$ cat src/rtl/ariane_clint_timer.sv
// CLINT-style machine timer and software-interrupt unit.
// Holds mtime with an RTC prescaler, plus per-hart mtimecmp and msip registers.
module ariane_clint_timer #(
    parameter int unsigned NR_HARTS = 1,
    parameter int unsigned PRESC_W  = 8
) (
    input  logic                clk_i,
    input  logic                rst_ni,
    input  logic                req_i,
    input  logic                we_i,
    input  logic [15:0]         addr_i,
    input  logic [7:0]          be_i,
    input  logic [63:0]         wdata_i,
    output logic                rvalid_o,
    output logic [63:0]         rdata_o,
    output logic                err_o,
    input  logic                rtc_i,
    output logic [63:0]         time_o,
    output logic [NR_HARTS-1:0] mtip_o,
    output logic [NR_HARTS-1:0] msip_o
);

    localparam logic [12:0] CTRL_IDX  = 13'h17FE;
    localparam logic [12:0] MTIME_IDX = 13'h17FF;

    function automatic logic [63:0] merge(input logic [63:0] old,
                                          input logic [63:0] wd,
                                          input logic [7:0]  be);
        logic [63:0] res;
        for (int b = 0; b < 8; b++) begin
            res[8*b +: 8] = be[b] ? wd[8*b +: 8] : old[8*b +: 8];
        end
        return res;
    endfunction

    logic [2:0]         rtc_q;
    logic               tick;
    logic               en_q;
    logic [PRESC_W-1:0] div_q;
    logic [PRESC_W-1:0] pc_q;
    logic [63:0]        mtime_q;
    logic [63:0]        mtimecmp_q [NR_HARTS];
    logic [NR_HARTS-1:0] msip_q;
    logic [NR_HARTS-1:0] mtip_q;
    logic               rvalid_q;
    logic               err_q;
    logic [63:0]        rdata_q;

    logic [12:0]        word;
    logic [10:0]        hidx;
    logic               hart_ok;
    logic               sel_msip;
    logic               sel_cmp;
    logic               sel_ctrl;
    logic               sel_time;
    logic               mapped;
    logic               wr;
    logic [63:0]        rd_val;
    logic               en_d;
    logic [PRESC_W-1:0] div_d;
    logic               inc;
    logic               unused_addr;

    assign unused_addr = ^addr_i[2:0];

    // Bit 2 of the chain is the previous synchronised value for edge detection.
    assign tick = rtc_q[1] & ~rtc_q[2];
    assign inc  = tick & en_q & (pc_q == div_q);

    always_comb begin
        word     = addr_i[15:3];
        hidx     = addr_i[13:3];
        hart_ok  = hidx < 11'(NR_HARTS);
        sel_msip = (addr_i[15:14] == 2'b00) && hart_ok;
        sel_cmp  = (addr_i[15:14] == 2'b01) && hart_ok;
        sel_ctrl = (word == CTRL_IDX);
        sel_time = (word == MTIME_IDX);
        mapped   = sel_msip | sel_cmp | sel_ctrl | sel_time;
        wr       = req_i & we_i & (|be_i);
        rd_val   = '0;
        for (int h = 0; h < NR_HARTS; h++) begin
            if (sel_msip && hidx == 11'(h)) rd_val = {63'b0, msip_q[h]};
            if (sel_cmp && hidx == 11'(h))  rd_val = mtimecmp_q[h];
        end
        if (sel_ctrl) begin
            rd_val[0]            = en_q;
            rd_val[8 +: PRESC_W] = div_q;
        end
        if (sel_time) rd_val = mtime_q;
        en_d  = be_i[0] ? wdata_i[0] : en_q;
        div_d = div_q;
        for (int i = 0; i < PRESC_W; i++) begin
            if (be_i[(8 + i) / 8]) div_d[i] = wdata_i[8 + i];
        end
    end

    always_ff @(posedge clk_i) begin
        if (!rst_ni) begin
            rtc_q   <= '0;
            en_q    <= 1'b1;
            div_q   <= '0;
            pc_q    <= '0;
            mtime_q <= '0;
        end else begin
            rtc_q <= {rtc_q[1:0], rtc_i};
            if (tick && en_q) begin
                pc_q <= inc ? '0 : pc_q + 1'b1;
            end
            if (inc) mtime_q <= mtime_q + 64'd1;
            if (wr && sel_ctrl) begin
                en_q  <= en_d;
                div_q <= div_d;
                pc_q  <= '0;
            end
            // A register write beats a coincident increment.
            if (wr && sel_time) mtime_q <= merge(mtime_q, wdata_i, be_i);
        end
    end

    always_ff @(posedge clk_i) begin
        if (!rst_ni) begin
            msip_q <= '0;
            mtip_q <= '0;
            for (int h = 0; h < NR_HARTS; h++) mtimecmp_q[h] <= '1;
        end else begin
            for (int h = 0; h < NR_HARTS; h++) begin
                mtip_q[h] <= (mtime_q >= mtimecmp_q[h]);
                if (wr && sel_msip && hidx == 11'(h) && be_i[0]) begin
                    msip_q[h] <= wdata_i[0];
                end
                if (wr && sel_cmp && hidx == 11'(h)) begin
                    mtimecmp_q[h] <= merge(mtimecmp_q[h], wdata_i, be_i);
                end
            end
        end
    end

    always_ff @(posedge clk_i) begin
        if (!rst_ni) begin
            rvalid_q <= 1'b0;
            err_q    <= 1'b0;
            rdata_q  <= '0;
        end else begin
            rvalid_q <= req_i;
            err_q    <= req_i & ~mapped;
            rdata_q  <= (req_i && !we_i && mapped) ? rd_val : '0;
        end
    end

    assign rvalid_o = rvalid_q;
    assign err_o    = err_q;
    assign rdata_o  = rdata_q;
    assign time_o   = mtime_q;
    assign mtip_o   = mtip_q;
    assign msip_o   = msip_q;

endmodule
$ cat config.mk
export PLATFORM = sky130hd
export DESIGN_NAME = ariane_clint_timer
export DESIGN_NICKNAME = d
export VERILOG_FILES = /design/src/rtl/ariane_clint_timer.sv
export SDC_FILE = /design/constraint.sdc
export NUM_CORES = 1
export LEC_CHECK = 0
export BUFFER_PORTS_ARGS = -buffer_cell sky130_fd_sc_hd__buf_4
export CORE_ASPECT_RATIO = 1.1
export CORE_MARGIN = 8
export CORE_UTILIZATION = 50
export DETAILED_ROUTE_END_ITERATION = 12
export PLACE_DENSITY_LB_ADDON = 0.25
export REMOVE_ABC_BUFFERS = 1
export SETUP_SLACK_MARGIN = 0.5
export SLEW_MARGIN = 25
export SYNTH_ARGS = -nofsm -noshare
export SYNTH_HDL_FRONTEND = slang
export SYNTH_SLANG_ARGS = --single-unit
$ cat constraint.sdc
create_clock -name clk_i -period 2.6 [get_ports clk_i]
set_clock_uncertainty 0.2 [all_clocks]
set_input_delay 0 -clock clk_i [delete_from_list [all_inputs] [get_ports clk_i]]
set_output_delay 0 -clock clk_i [all_outputs]
set_load 0.005 [all_outputs]
==> flow_metrics.py <==
metrics = {
    "outcome": {
        "status": "finished with violations",
        "violations": "negative hold slack",
    },
    "setup_path": {
        "crit_chain": "ha_1 > nand2b_4 > a2111o_1 > a211oi_2 > o31ai_2 > a211oi_2 > o21ai_1",
        "crit_path_max_fanout": 2,
        "slowest_delay_ns": 0.41,
        "path_depth": 7,
        "cp-end-kind": "register",
        "r2r-end": "mtip_o",
        "arrival_ns": 2.62,
        "required_ns": 2.80,
        "rrSetupSlack_ns": 0.18,
        "reg2reg_depth": 7,
        "cp.buffers_inverters": 0,
        "path_common_cell": "a211oi_2",
        "critPathSlowestCell": "a2111o_1",
        "cpLargestDelayFamily": "compound AO/OA/AOI/OAI gates",
        "criticalPathCategory": "register to register",
        "regToRegStartpoint": "mtimecmp_q[0][0]",
        "worst_setup_path_start_kind": "register",
    },
    "layout": {
        "nets": 1924,
        "final_cell_mix": "buf_4, nor2_1, dfxtp_1, dlygate4sd3_1, nand2_1",
        "drive_gt1_frac": 0.368,
        "final_common_cell": "buf_4",
        "stdcell_area_sq_um": 17900,
        "area_growth_pct": 52.7,
    },
    "floorplanning": {
        "die_x_um": 162,
        "io_pins": 225,
        "fp-row-count": 58,
        "dieHeight_um": 176,
        "start_util": 0.510,
        "core_sq_um": 22900,
        "die-area_sq_um": 28600,
    },
    "worst_hold_path": {
        "hold_end": "mtimecmp_q[0][0]",
        "hold_class": "primary input to register",
        "min_from": "be_i[0]",
        "holdPathStages": 2,
    },
    "cts": {
        "clkLatencyLatePin_ns": 0.53,
        "cts.path.max_buffers": 3,
        "cts.sinks": 216,
        "path_clk_slew_ns": 0.06,
        "cts_tree": "yes",
        "htreeDepth": 1,
        "cts-root-buf": "clkbuf_16",
        "numCtsBuffers": 24,
    },
    "sta": {
        "timing.fmax_mhz": 413,
        "worstMarginPinSlew_ns": 0.713,
        "rsz0062_at_grt": "true",
        "hold_slack_ns": -0.0170,
        "hold_viol": 8,
        "post-route-worst-setup-slack_ns": 0.178,
        "drv_slew": 0,
        "slew_headroom": 0.524,
        "setup_violations": 0,
        "post-route-period-util": 0.931,
        "min_period_ns": 2.42,
    },
    "placed_design": {
        "globalplace.congestion": 0.918,
        "post-place-ws_ns": 0.0992,
        "placement.io_buffers": 221,
        "place_area_sq_um": 14300,
        "hpwl_mm": 29.1,
    },
    "synth": {
        "ys.flop_type": "dfxtp_1",
        "synth_edf_count": 64,
        "yosysWarnings": 0,
        "yosysSeqAreaShare": 0.424,
        "yosysTopAreaCell": "dfxtp_1",
        "synth-seq-cells": 216,
        "syn_inst": 1316,
        "ys_async_sr_fraction": 0,
        "synthesis.area_sq_um": 11700,
        "synth_area_leaders": "dfxtp_1, edfxtp_1, ha_1, a22oi_1, nor2_1",
        "yosysTopAreaCellShare": 0.260,
        "syn-mean-instance-area_sq_um": 8.89,
        "yosysUniqueCellTypes": 78,
    },
    "global_route": {
        "overflow": 0,
        "grt_pass1_vias": 12900,
        "track_usage": 0.292,
        "antenna_found_initial": 1,
        "grt_max_degree": 60,
        "grt_pass1_wl_mm": 68.1,
    },
    "routing": {
        "via_count": 13000,
        "avgRoutedWirePerCell_um": 22.3,
        "drtIter0Drc": 1385,
        "ant_nets": 0,
        "avgViaCountPerCell": 6.26,
        "routed_wl_mm": 46.5,
        "firstDrtPassIters": 6,
        "drc": 0,
    },
    "pwr": {
        "ir_worst_vdd_v": 0.000425,
        "power_density_nw_per_um2": 436,
        "power.leakage_nw": 7.49,
    },
    "job": {
        "maxCapViolCount": 0,
    },
}
-- where the power goes --
part / internal (W) / switching (W) / total [W]
Sequential: 0.00351 / 0.0000341 / 0.00355
Clock: 0.00213 / 0.00143 / 0.00356
Combinational: 0.000353 / 0.000345 / 0.000698
-- stage by stage --
step                      setup TNS (ns)  cells  total power [W]   util
final                                  0   2083          0.00780  0.779
after global routing                   0   2083          0.00796  0.779
after CTS                              0   2050          0.00771  0.743
after detailed placement               0   1869          0.00408  0.623
after global placement                 0   1869          0.00407  0.623
after floorplan                  -191.44   1246          0.00381      -
-- cells by family after synthesis --
| logic type | Yosys count | share of synthesized area |
|---|---|---|
| compound gates | 303 | 0.180 |
| xor+xnor | 20 | 0.0150 |
| fa+ha+maj | 66 | 0.0706 |
| buf+inv | 157 | 0.0516 |
| flops | 216 | 0.424 |
| mux | 25 | 0.0230 |
| simple gates | 529 | 0.236 |
-- registers in the layout (all words and copies together) (netlist names) --
signal	flops
msip_o	1
mtimecmp_q	64
time_o	64
err_o	1
rvalid_o	1
rtc_q	3
rdata_o	64
mtip_o	1
en_q	1
pc_q	8
div_q	8
-- worst max path at each step --
| stage | startpoint | end |
|---|---|---|
| after floorplan | addr_i[10] | mtimecmp_q[0][10] |
| after global placement | time_o[0] | mtip_o |
| after detailed placement | time_o[0] | mtip_o |
| after CTS | mtimecmp_q[0][39] | mtip_o |
| after global routing | mtimecmp_q[0][0] | mtip_o |
| final | mtimecmp_q[0][0] | mtip_o |
-- Yosys cell counts (3+ instances only) --
library cell	count
inv_1	87
a221oi_1	3
a21o_1	12
o311ai_0	5
and4_1	7
nor3b_1	4
o21a_1	4
o2bb2ai_1	3
mux2_2	15
o22ai_1	5
and2_1	15
dfxtp_1	152
a31o_2	3
a21oi_1	66
o21ai_0	43
nor4b_1	3
mux2i_1	10
xnor2_1	13
o221a_2	8
nor3_1	38
nand3b_1	4
clkbuf_1	49
nand2b_1	65
buf_1	9
a31oi_1	15
xor2_1	7
nand3_1	54
or4_1	5
a22oi_1	67
o211ai_1	5
nor2_1	130
a311oi_1	3
nand4_1	45
o31ai_1	8
buf_2	12
o21bai_1	4
or3_1	11
ha_1	66
nand2_1	93
nor4_1	15
and3_1	23
a211oi_1	17
edfxtp_1	64
o41ai_1	3
-- timing repair --
item / in CTS / in global routing
gates resized for setup: 151 / 128
setup endpoints to repair: 59 / 63
pin swaps: 57 / 73
cloned: 3 / 1
hold endpoints to repair: 239 / 1
hold buffers: 93 / 1
setup buffers: 42 / 30
-- layer usage --
metal | wire length (um) | track usage | vias up
met1 | 16700 | 0.337 | 6140
met2 | 22600 | 0.508 | 932
li1 | - | - | 5740
met5 | 0 | 0 | -
met4 | 2600 | 0.135 | 0
met3 | 4670 | 0.0634 | 234
-- final cells by class --
| type | count | area [sq um] |
|---|---|---|
| fillers | 1396 | 5060 |
| repair buffers | 493 | 4220 |
| diodes | 1 | 2.50 |
| well taps | 300 | 375 |
| clock buffers | 38 | 734 |
| inverters | 87 | 330 |
| flip-flops and latches | 216 | 5040 |
| multi-input cells | 943 | 7090 |
| clock inverters | 5 | 76.3 |
(Power assumes the default switching activity.)
